File: config.mk
export PLATFORM = sky130hd
export DESIGN_NAME = dense_argmax_reader_flat
export DESIGN_NICKNAME = d
export VERILOG_FILES = /design/src/rtl/dense_argmax_reader_pkg.sv /design/src/rtl/dense_argmax_reader_if.sv /design/src/rtl/dense_argmax_reader_loop_counter.sv /design/src/rtl/dense_argmax_reader.sv /design/src/flat_wrapper.sv
export SDC_FILE = /design/constraint.sdc
export NUM_CORES = 1
export LEC_CHECK = 0
export ABC_AREA = 1
export CORE_MARGIN = 5
export CORE_UTILIZATION = 53
export CTS_CLUSTER_SIZE = 10
export DETAILED_ROUTE_END_ITERATION = 7
export PLACE_DENSITY = 0.89
export SYNTH_ARGS = -nofsm -noshare
export SYNTH_HDL_FRONTEND = slang
export SYNTH_SLANG_ARGS = --single-unit
File: constraint.sdc
create_clock -name clk -period 5.21 [get_ports clk]
set_clock_uncertainty 0.15 [all_clocks]
set_input_delay 1.042 -clock clk [delete_from_list [all_inputs] [get_ports clk]]
set_output_delay 1.042 -clock clk [all_outputs]
set_load 0.05 [all_outputs]
File: src/rtl/dense_argmax_reader_pkg.sv
// Shared definitions for the dense-layer argmax reader: FSM state encoding
// and the index-width helper used to size addresses and class indices.
package dense_argmax_reader_pkg;

  localparam logic [1:0] IDLE  = 2'd0;
  localparam logic [1:0] ISSUE = 2'd1;
  localparam logic [1:0] DRAIN = 2'd2;
  localparam logic [1:0] DONE  = 2'd3;

  typedef enum logic [1:0] {
    StIdle  = IDLE,
    StIssue = ISSUE,
    StDrain = DRAIN,
    StDone  = DONE
  } state_e;

  // clog2 with a floor of 1 so a single-class build still has a 1-bit index.
  function automatic int unsigned idxWidth(input int unsigned n);
    return (n <= 1) ? 1 : $clog2(n);
  endfunction

endpackage

File: src/rtl/dense_argmax_reader_if.sv
// Bus bundle between the argmax reader, the shared outputs RAM and the
// result/display logic. classOneHot exists only when ARGMAX_ONEHOT_EN is defined.
interface dense_argmax_reader_if #(
  parameter int unsigned OUT_COUNT = 10,
  parameter int unsigned DATA_SIZE = 16
);
  localparam int unsigned IDX_W = dense_argmax_reader_pkg::idxWidth(OUT_COUNT);

  logic                 start;
  logic                 ram_rd;
  logic [IDX_W-1:0]     ram_adr;
  logic [DATA_SIZE-1:0] ram_dataOut;
  logic                 busy;
  logic                 done;
  logic [IDX_W-1:0]     classOut;
  logic [DATA_SIZE-1:0] maxScore;
`ifdef ARGMAX_ONEHOT_EN
  logic [OUT_COUNT-1:0] classOneHot;
`endif

  // Reader side: drives the RAM read port and the result.
  modport master (
    input  start, ram_dataOut,
    output ram_rd, ram_adr, busy, done, classOut, maxScore
`ifdef ARGMAX_ONEHOT_EN
    , output classOneHot
`endif
  );

  // Environment side: RAM and result consumer.
  modport slave (
    output start, ram_dataOut,
    input  ram_rd, ram_adr, busy, done, classOut, maxScore
`ifdef ARGMAX_ONEHOT_EN
    , input classOneHot
`endif
  );

endinterface

File: src/rtl/dense_argmax_reader_loop_counter.sv
// LoopCounter: saturating address counter. clr forces zero, en advances it
// until COUNT-1, where it holds; last flags the final address.
module LoopCounter
  import dense_argmax_reader_pkg::*;
#(
  parameter int unsigned COUNT = 10,
  localparam int unsigned W    = idxWidth(COUNT)
) (
  input  logic         clk,
  input  logic         rst,
  input  logic         en,
  input  logic         clr,
  output logic [W-1:0] cnt,
  output logic         last
);

  logic [W-1:0] cntQ;

  assign cnt  = cntQ;
  assign last = (cntQ == W'(COUNT - 1));

  // Count register; never runs past COUNT-1 so out-of-range addresses cannot appear.
  always_ff @(posedge clk) begin
    if (rst || clr) begin
      cntQ <= '0;
    end else if (en && !last) begin
      cntQ <= cntQ + W'(1);
    end
  end

endmodule

File: src/rtl/dense_argmax_reader.sv
// dense_argmax_reader: scans the dense layer's outputs RAM once per start and
// reports the index and value of the largest signed score (lowest index wins ties).
// Optional feature macro: ARGMAX_ONEHOT_EN adds a registered one-hot class output.
module dense_argmax_reader
  import dense_argmax_reader_pkg::*;
#(
  parameter int unsigned OUT_COUNT = 10,
  parameter int unsigned DATA_SIZE = 16,
  localparam int unsigned IDX_W    = idxWidth(OUT_COUNT)
) (
  input logic                    clk,
  input logic                    rst,
  dense_argmax_reader_if.master  bus
);

  state_e               stateQ, stateD;
  logic                 accept;
  logic [IDX_W-1:0]     cnt;
  logic                 cntLast;
  logic                 vldQ;
  logic [IDX_W-1:0]     tagQ;
  logic                 update;
  logic [IDX_W-1:0]     classQ;
  logic [DATA_SIZE-1:0] maxScoreQ;

  assign accept = (stateQ == StIdle) && bus.start;

  LoopCounter #(
    .COUNT (OUT_COUNT)
  ) u_addrCnt (
    .clk  (clk),
    .rst  (rst),
    .en   (stateQ == StIssue),
    .clr  (accept),
    .cnt  (cnt),
    .last (cntLast)
  );

  // State register.
  always_ff @(posedge clk) begin
    if (rst) begin
      stateQ <= StIdle;
    end else begin
      stateQ <= stateD;
    end
  end

  // Next-state and decoded outputs.
  always_comb begin
    stateD      = stateQ;
    bus.ram_rd  = 1'b0;
    bus.ram_adr = '0;
    bus.busy    = 1'b0;
    bus.done    = 1'b0;
    unique case (stateQ)
      StIdle: begin
        if (bus.start) stateD = StIssue;
      end
      StIssue: begin
        bus.ram_rd  = 1'b1;
        bus.ram_adr = cnt;
        bus.busy    = 1'b1;
        if (cntLast) stateD = StDrain;
      end
      StDrain: begin
        bus.busy = 1'b1;
        stateD   = StDone;
      end
      StDone: begin
        bus.done = 1'b1;
        stateD   = StIdle;
      end
      default: stateD = StIdle;
    endcase
  end

  // Read-tracking pipeline: valid/tag line up with ram_dataOut one cycle later.
  always_ff @(posedge clk) begin
    if (rst) begin
      vldQ <= 1'b0;
      tagQ <= '0;
    end else begin
      vldQ <= (stateQ == StIssue);
      tagQ <= cnt;
    end
  end

  // Index 0 is always the first read of a scan, so it loads unconditionally.
  assign update = vldQ &&
                  ((tagQ == '0) || ($signed(bus.ram_dataOut) > $signed(maxScoreQ)));

  // Running maximum; held between scans until the next first compare.
  always_ff @(posedge clk) begin
    if (rst) begin
      classQ    <= '0;
      maxScoreQ <= '0;
    end else if (update) begin
      classQ    <= tagQ;
      maxScoreQ <= bus.ram_dataOut;
    end
  end

  assign bus.classOut = classQ;
  assign bus.maxScore = maxScoreQ;

`ifdef ARGMAX_ONEHOT_EN
  logic [OUT_COUNT-1:0] oneHotQ;

  // One-hot mirror of classOut, written on the same compare.
  always_ff @(posedge clk) begin
    if (rst) begin
      oneHotQ <= '0;
    end else if (update) begin
      oneHotQ <= OUT_COUNT'(1) << tagQ;
    end
  end

  assign bus.classOneHot = oneHotQ;
`endif

endmodule
File: src/flat_wrapper.sv
// flat-port wrapper written by rule: the top's interface ports become plain ports
module dense_argmax_reader_flat import dense_argmax_reader_pkg::*;
#(
  parameter int unsigned OUT_COUNT = 10,
  parameter int unsigned DATA_SIZE = 16,
  localparam int unsigned IDX_W    = idxWidth(OUT_COUNT)
)
  (clk, rst, bus_start, bus_ram_dataOut, bus_ram_rd, bus_ram_adr, bus_busy, bus_done, bus_classOut, bus_maxScore);
  dense_argmax_reader_if #(.OUT_COUNT(OUT_COUNT), .DATA_SIZE(DATA_SIZE)) bus_i ();
  input logic clk;
  input logic rst;
  input wire logic [$bits(bus_i.start)-1:0] bus_start;
  input wire logic [$bits(bus_i.ram_dataOut)-1:0] bus_ram_dataOut;
  output wire logic [$bits(bus_i.ram_rd)-1:0] bus_ram_rd;
  output wire logic [$bits(bus_i.ram_adr)-1:0] bus_ram_adr;
  output wire logic [$bits(bus_i.busy)-1:0] bus_busy;
  output wire logic [$bits(bus_i.done)-1:0] bus_done;
  output wire logic [$bits(bus_i.classOut)-1:0] bus_classOut;
  output wire logic [$bits(bus_i.maxScore)-1:0] bus_maxScore;
  assign bus_i.start = bus_start;
  assign bus_i.ram_dataOut = bus_ram_dataOut;
  assign bus_ram_rd = bus_i.ram_rd;
  assign bus_ram_adr = bus_i.ram_adr;
  assign bus_busy = bus_i.busy;
  assign bus_done = bus_i.done;
  assign bus_classOut = bus_i.classOut;
  assign bus_maxScore = bus_i.maxScore;
  dense_argmax_reader #(.OUT_COUNT(OUT_COUNT), .DATA_SIZE(DATA_SIZE)) u_core (.clk(clk), .rst(rst), .bus(bus_i));
endmodule
==> metrics.md, run 1 <==
| Metric | Value |
|---|---|
| Status | `finished clean` |
| Hpwl dp | `between 2000 and 3000 um` |
| Clock transition at the registers of the reported paths | `about 0.09 ns` |
| Part of the power in registers | `between 30 and 40%` |
| Final #Nets | `between 300 and 400` |
| Area share of the largest cell type after synthesis | `between 30% and 40%` |
| Critical path class | `primary input to flip-flop` |
| Max stage delay cell, worst path | `nand2_2` |
| Family with the most delay on the worst path | `simple AND/OR/NAND/NOR gates` |
| Register Area | `about 620 um^2` |
| Min-Delay Path Class | `flip-flop to flip-flop` |
| Final slew viol count | `0` |
| Crit path arrival time | `between 3 and 4 ns` |
| Crit start category | `primary input` |
| Drt pass-1 iters | `5` |
| CTS buffer count | `5` |
| Ys Warns | `0` |
| Synth cell types | `21` |
| CTS tree | `done` |
| Place WS | `~1.6 ns` |
| Sw Pwr | `roughly 0.00053 W` |
| N_diodes | `0` |
| Die W | `slightly below 70 um` |
| Drt wl/cell | `11.6 um` |
| Sequential fraction of the synthesis area | `roughly a third` |
| Die Ht | `between 60 and 70 um` |
| F_max | `around 0.3 GHz` |
| First-pass GRT wire length | `a little over 7000 um` |
| Clock power frac | `17.3%` |
| DRC violations left | `0` |
| Multi-input gate area | `962 um^2` |
| Antenna violations before repair | `0` |
| Tmin final | `~3.3 ns` |
| CTS Sinks | `31` |
| Pwr/cell area | `482 nW/um^2` |
| Nature of the critical path endpoint | `flip-flop` |
| CTS H-tree depth | `2` |
| Yosys top cell by area | `dfxtp_1` |
| Max-cap violations | `0` |
| Setup Buffers After CTS | `0` |
| Leak Pwr | `1.10 nW` |
| Final setup fails | `0` |
| Req. time, crit path | `5.31 ns` |
| Post_cts resized | `0` |
| Synth Net Count | `between 300 and 400` |
| CP bufs+invs | `1` |
| Fin crit share | `62.8%` |
| Cell Area, Placed | `roughly 2300 um^2` |
| Setup ws final | `1.94 ns` |
| Post-Route WL | `4140 um` |
| Largest net degree at the start of global routing | `41` |
| Std-Cell Rows | `21` |
| Final hold vios | `0` |
| Syn avg cell area | `6.98 um^2` |
| Layout Cell Area excl Fill | `roughly 2400 um^2` |
| PortBufs | `45` |
| P&R area growth vs syn | `26.8%` |
| Hold worst-path end | `u_core.tagQ[2]$_SDFF_PP0_` |
| Vias post-DR | `about 1800` |
| I/O Pins | `46` |
| Iter 0 DRT Violations | `about 120` |
| R2R Setup Slk | `roughly 2.6 ns` |
| Sw frac | `between 40 and 50%` |
| Clock root cell | `clkbuf_4` |
| Most frequent CP cell | `nand2_1` |
| CP peak stage delay | `roughly 0.51 ns` |
| Filler Cells Inserted | `~280` |
| #FFs+latches synth | `31` |
| Crit-path max FO | `40` |
| Vias in the first global route | `1745` |
| Mapped cell area | `~1900 um^2` |
| Remaining antenna violation count | `0` |
| Critical path depth | `12` |
| Synth Instances | `270` |
| Logic pwr share | `between 50% and 60%` |
| Starting Density | `55.6%` |
| Latest clock arrival within the worst-skew pair | `between 0.3 and 0.4 ns` |
| Core area | `~3400 um^2` |
| Tightest Pin Transition | `roughly 1.3 ns` |
| Gpl congestion | `~0.8` |
| Synth area leaders | `dfxtp_1 33%, ha_1 15%, inv_1 11%` |
| Worst hold start | `u_core.u_addrCnt.cnt[2]$_SDFFE_PP0P_` |
| Total global-route track usage | `between 10% and 20%` |
| Deepest clock path buffer count | `2` |
| Peak VDD IR | `~380 uV` |
| RSZ-0062 raised after global routing | `false` |
| Via density | `between 4 and 5` |
| R2R depth | `12` |
| R2r startpoint | `u_core.bus.maxScore[15]$_SDFFE_PP0P_` |
| P_int | `between 0.0006 and 0.0007 W` |
| Setup TNS | `0 ns` |
| Crit path cell chain | `clkdlybuf4s50_1 -> ha_1 -> a21oi_1 -> o21ai_0 -> a21oi_1 -> nand3_1 -> nand2_1 -> nand2_1 -> nand2_2 -> nand3_1 -> nand2_1 -> nor2_2` |
| Die area | `approximately 4900 um^2` |
| Hold path depth | `2` |
| Relative slew slack | `roughly 14%` |
| Share of layout cells above drive strength 1 | `between 4 and 5%` |
| Reg2Reg Capture Point | `u_core.bus.maxScore[8]$_SDFFE_PP0P_` |
| Hold_buf cts | `0` |
| Worst Setup SP | `bus_ram_dataOut[15]` |
| Hold WS | `roughly 0.32 ns` |
| Congestion Overflow GR | `0` |
-- per-layer routing --
metal,part of all wire (%),routed length [um],global-route usage [%]
met5,0,0,0
met4,3.4,141,7.66
met3,5.2,217,5.80
met2,51,2110,32.6
met1,40,1670,18.2
-- power by group through the flow --
stage,clock [W],combinational (W),sequential [W]
5_1_grt,0.000216,0.000656,0.000367
3_5_place_dp,0,0.000594,0.000361
2_1_floorplan,0,0.000340,0.000466
6_report,0.000199,0.000599,0.000355
3_3_place_gp,0,0.000576,0.000359
4_1_cts,0.000201,0.000602,0.000355
-- flip-flops by register name (all words and copies together) (netlist names) --
register	cells
u_core.bus.maxScore	16
u_core.bus.classOut	4
u_core.tagQ	4
u_core.u_addrCnt.cnt	4
u_core.stateQ	2
u_core.vldQ	1
-- Yosys cell counts (all sizes together) --
library cell  instances
a21o                  1
xor2                  1
nor2                 32
nand2                50
nor3                  2
ha                   23
o211ai                1
dfxtp                31
clkbuf                1
nand3                24
nand4                 2
buf                  10
inv                  57
a211oi                2
a21oi                29
o21ai                 4
-- cell usage in the layout, fill, tap and decap left out, drive strengths merged --
cell           Yosys  final
nand2             50     50
xor2               1      1
nor2              32     32
a21oi             29     29
ha                23     23
nor3               2      2
dfxtp             31     31
nand4              2      2
o211ai             1      1
a21o               1      1
a211oi             2      2
inv               57     57
clkinv             0      1
o21ai              4      4
clkbuf             1      6
bufinv             0      1
nand3             24     24
clkdlybuf4s50      0     45
-- worst register-to-register path, cell delays in order (launching register included) --
cell and delay (ns):
dfxtp_1 0.37, inv_1 0.05, ha_1 0.34, a21oi_1 0.16, o21ai_0 0.10, a21oi_1 0.19
nand3_1 0.12, nand2_1 0.09, nand2_1 0.06, nand2_2 0.51, nand3_1 0.17, nand2_1 0.13
nor2_2 0.04
-- logic make-up after synthesis --
family                     share of synthesized area, %
xor gates and xnor gates                          0.465
DFF                                                32.9
AOI/OAI and AO/OA                                  10.4
and+or+nand+nor                                    25.0
adders and majority gates                          15.3
buffers and inverters                              16.1
-- through the flow --
step                cells  utilization [%]  total power (W)
floorplan             270                -         0.000806
global placement      350             68.0         0.000935
detailed placement    350             68.0         0.000956
CTS                   358             70.5          0.00116
global route          358             70.5          0.00124
finish                358             70.5          0.00115
-- how the worst max path moves through the flow --
stage	end	slack [ns]
floorplan	bus_ram_adr[2]	2.55
global placement	u_core.bus.classOut[2]$_SDFFE_PP0P_	1.80
detailed placement	u_core.bus.maxScore[8]$_SDFFE_PP0P_	1.64
CTS	bus_ram_adr[2]	1.93
global route	u_core.bus.maxScore[8]$_SDFFE_PP0P_	1.69
finish	u_core.bus.maxScore[8]$_SDFFE_PP0P_	1.94
-- cell type report --
class | instances | area share, %
clock buffer | 6 | 2.15
timing repair buffer | 45 | 18.8
clock inverter | 2 | 1.47
multi-input combinational | 171 | 40.2
sequential | 31 | 26.0
tap | 46 | 2.41
inverter | 57 | 8.95
(Power assumes the default switching activity.)
==> inputs of run 2 (changes only) <==
CORE_UTILIZATION = 49   (was 53)
PLACE_DENSITY = 0.83   (was 0.89)
clock period = 3.3 ns   (was 5.21 ns; I/O delays follow)
==> metrics.md, run 2 (same netlist as run 1, synthesis figures left out) <==
| Metric | Value |
|---|---|
| Status | `finished clean` |
| Critical path class | `flip-flop to output pin` |
| Die area | `5190 um^2 (+7.0%)` |
| Core area | `3690 um^2 (+8.8%)` |
| Share of layout cells above drive strength 1 | `4.78% (-0.031 points)` |
| Hpwl dp | `2970 um (+1.7%)` |
| DRC violations left | `0 (unchanged)` |
| Deepest clock path buffer count | `2 (unchanged)` |
| Vias in the first global route | `1732 (-0.74%)` |
| Remaining antenna violation count | `0 (unchanged)` |
| Congestion Overflow GR | `0 (unchanged)` |
| Post-Route WL | `3950 um (-4.5%)` |
| R2r startpoint | `u_core.bus.maxScore[15]$_SDFFE_PP0P_` |
| Final #Nets | `355 (+0.57%)` |
| Clock transition at the registers of the reported paths | `0.06 ns (-0.03 ns)` |
| Leak Pwr | `1.11 nW (+0.89%)` |
| Pwr/cell area | `741 nW/um^2 (+54%)` |
| Most common cell after layout, fill and taps aside | `inv_1` |
| Req. time, crit path | `2.49 ns (-2.82 ns)` |
| Tmin final | `roughly 2.8 ns` |
| CTS buffer count | `5 (unchanged)` |
| Die Ht | `72.0 um (+3.4%)` |
| P&R area growth vs syn | `28.1%` |
| Most frequent cells in the layout | `57 x inv_1, 49 x nand2_1, 45 x clkdlybuf4s50_1` |
| Tightest Pin Transition | `0.634 ns (-0.652 ns)` |
| Setup Buffers After CTS | `0 (unchanged)` |
| CTS tree | `done` |
| Std-Cell Rows | `22 (+4.8%)` |
| Latest clock arrival within the worst-skew pair | `0.28 ns (-0.08 ns)` |
| Starting Density | `51.1% (-4.5 points)` |
| Max-cap violations | `0 (unchanged)` |
| Nature of the critical path endpoint | `output pin` |
| R2R depth | `13 (+1)` |
| Cell Area, Placed | `2330 um^2 (+1.3%)` |
| First-pass GRT wire length | `7140 um (-0.29%)` |
| RSZ-0062 raised after global routing | `false` |
| Crit path to | `bus_ram_adr[2]` |
| Final slew viol count | `0 (unchanged)` |
| CTS Sinks | `31 (unchanged)` |
| Fin crit share | `a little under nine tenths` |
| Layout Cell Area excl Fill | `2420 um^2 (+1.0%)` |
| Drt wl/cell | `10.9 um (-5.5%)` |
| Via density | `4.78 (-4.3%)` |
| Largest net degree at the start of global routing | `41 (unchanged)` |
| Min-Delay Path Class | `flip-flop to flip-flop` |
| Gpl congestion | `0.829 (+3.8%)` |
| Crit path arrival time | `2.03 ns (-1.34 ns)` |
| Die W | `72.0 um (+3.4%)` |
| Final hold vios | `0 (unchanged)` |
| I/O Pins | `46 (unchanged)` |
| Setup TNS | `0 ns (unchanged)` |
| Largest register FFs | `16 (unchanged)` |
| N_diodes | `0 (unchanged)` |
| Worst Setup SP | `u_core.stateQ[1]$_SDFFE_PP0P_` |
| Clock root cell | `clkbuf_8` |
| R2R Setup Slk | `1.00 ns (-1.63 ns)` |
| Vias post-DR | `1730 (-3.2%)` |
| Antenna violations before repair | `0 (unchanged)` |
| Crit-path max FO | `7 (-83%)` |
| F_max | `0.353 GHz` |
| Total global-route track usage | `17.1% (-0.67 points)` |
| Place WS | `0.329 ns (-1.31 ns)` |
| Crit start category | `flip-flop` |
| Setup ws final | `0.464 ns (-1.47 ns)` |
| Peak VDD IR | `640 uV (+68%)` |
| Reg2Reg Capture Point | `u_core.bus.maxScore[9]$_SDFFE_PP0P_` |
| Iter 0 DRT Violations | `81 (-33%)` |
| Drt pass-1 iters | `4 (-1)` |
| Hold_buf cts | `0 (unchanged)` |
| Final setup fails | `0 (unchanged)` |
| CTS H-tree depth | `2 (unchanged)` |
| PortBufs | `45 (unchanged)` |
| Post_cts resized | `0 (unchanged)` |
| Relative slew slack | `57.7% (+44 points)` |
[run 2: cell type report]
type | instances | area (um^2)
Multi-Input combinational cell | 171 | 962
Clock inverter | 1 | 5.00
Sequential cell | 31 | 621
Timing Repair Buffer | 47 | 478
Fill cell | 343 | 1270
Tap cell | 48 | 60.1
Clock buffer | 7 | 76.3
Inverter | 57 | 214
[run 2: worst min-delay path by stage]
stage,startpoint,to,slack [ns],depth (start not counted)
after global routing,u_core.u_addrCnt.cnt[2]$_SDFFE_PP0P_,u_core.tagQ[2]$_SDFF_PP0_,0.36,2
after floorplan,u_core.u_addrCnt.cnt[2]$_SDFFE_PP0P_,u_core.tagQ[2]$_SDFF_PP0_,0.28,2
after detailed placement,u_core.u_addrCnt.cnt[3]$_SDFFE_PP0P_,u_core.tagQ[3]$_SDFF_PP0_,0.31,2
after global placement,u_core.u_addrCnt.cnt[2]$_SDFFE_PP0P_,u_core.tagQ[2]$_SDFF_PP0_,0.31,2
after CTS,u_core.u_addrCnt.cnt[3]$_SDFFE_PP0P_,u_core.tagQ[3]$_SDFF_PP0_,0.33,2
final,u_core.u_addrCnt.cnt[3]$_SDFFE_PP0P_,u_core.tagQ[3]$_SDFF_PP0_,0.32,2
[run 2: metal layers]
metal  track usage (%)  part of all wire (%)  wire length [um]
met3              4.16                   5.1               203
met5                 0                     0                 0
met4              8.98                   2.2                87
met1              18.0                    42              1650
met2              31.1                    51              2010
[run 2: power by group]
part	switching (W)	total, W	internal [W]
clock network	0.000133	0.000281	0.000148
registers	0.0000655	0.000528	0.000463
logic	0.000632	0.000981	0.000348
[run 2: metrics by stage]
stage               std cells  utilization [%]  total power, W  hold slack, ns
finish                    362             65.5         0.00179           0.325
global placement          354             63.3         0.00149           0.312
CTS                       362             65.5         0.00180           0.325
global route              362             65.5         0.00194           0.356
floorplan                 270                -         0.00127           0.281
detailed placement        354             63.3         0.00152           0.315
[run 2: critical path, cell delays in order (launching register included)]
cell,delay [ns]
dfxtp_1,0.33
inv_1,0.12
ha_1,0.31
nand2_1,0.14
inv_1,0.07
clkdlybuf4s50_1,0.79
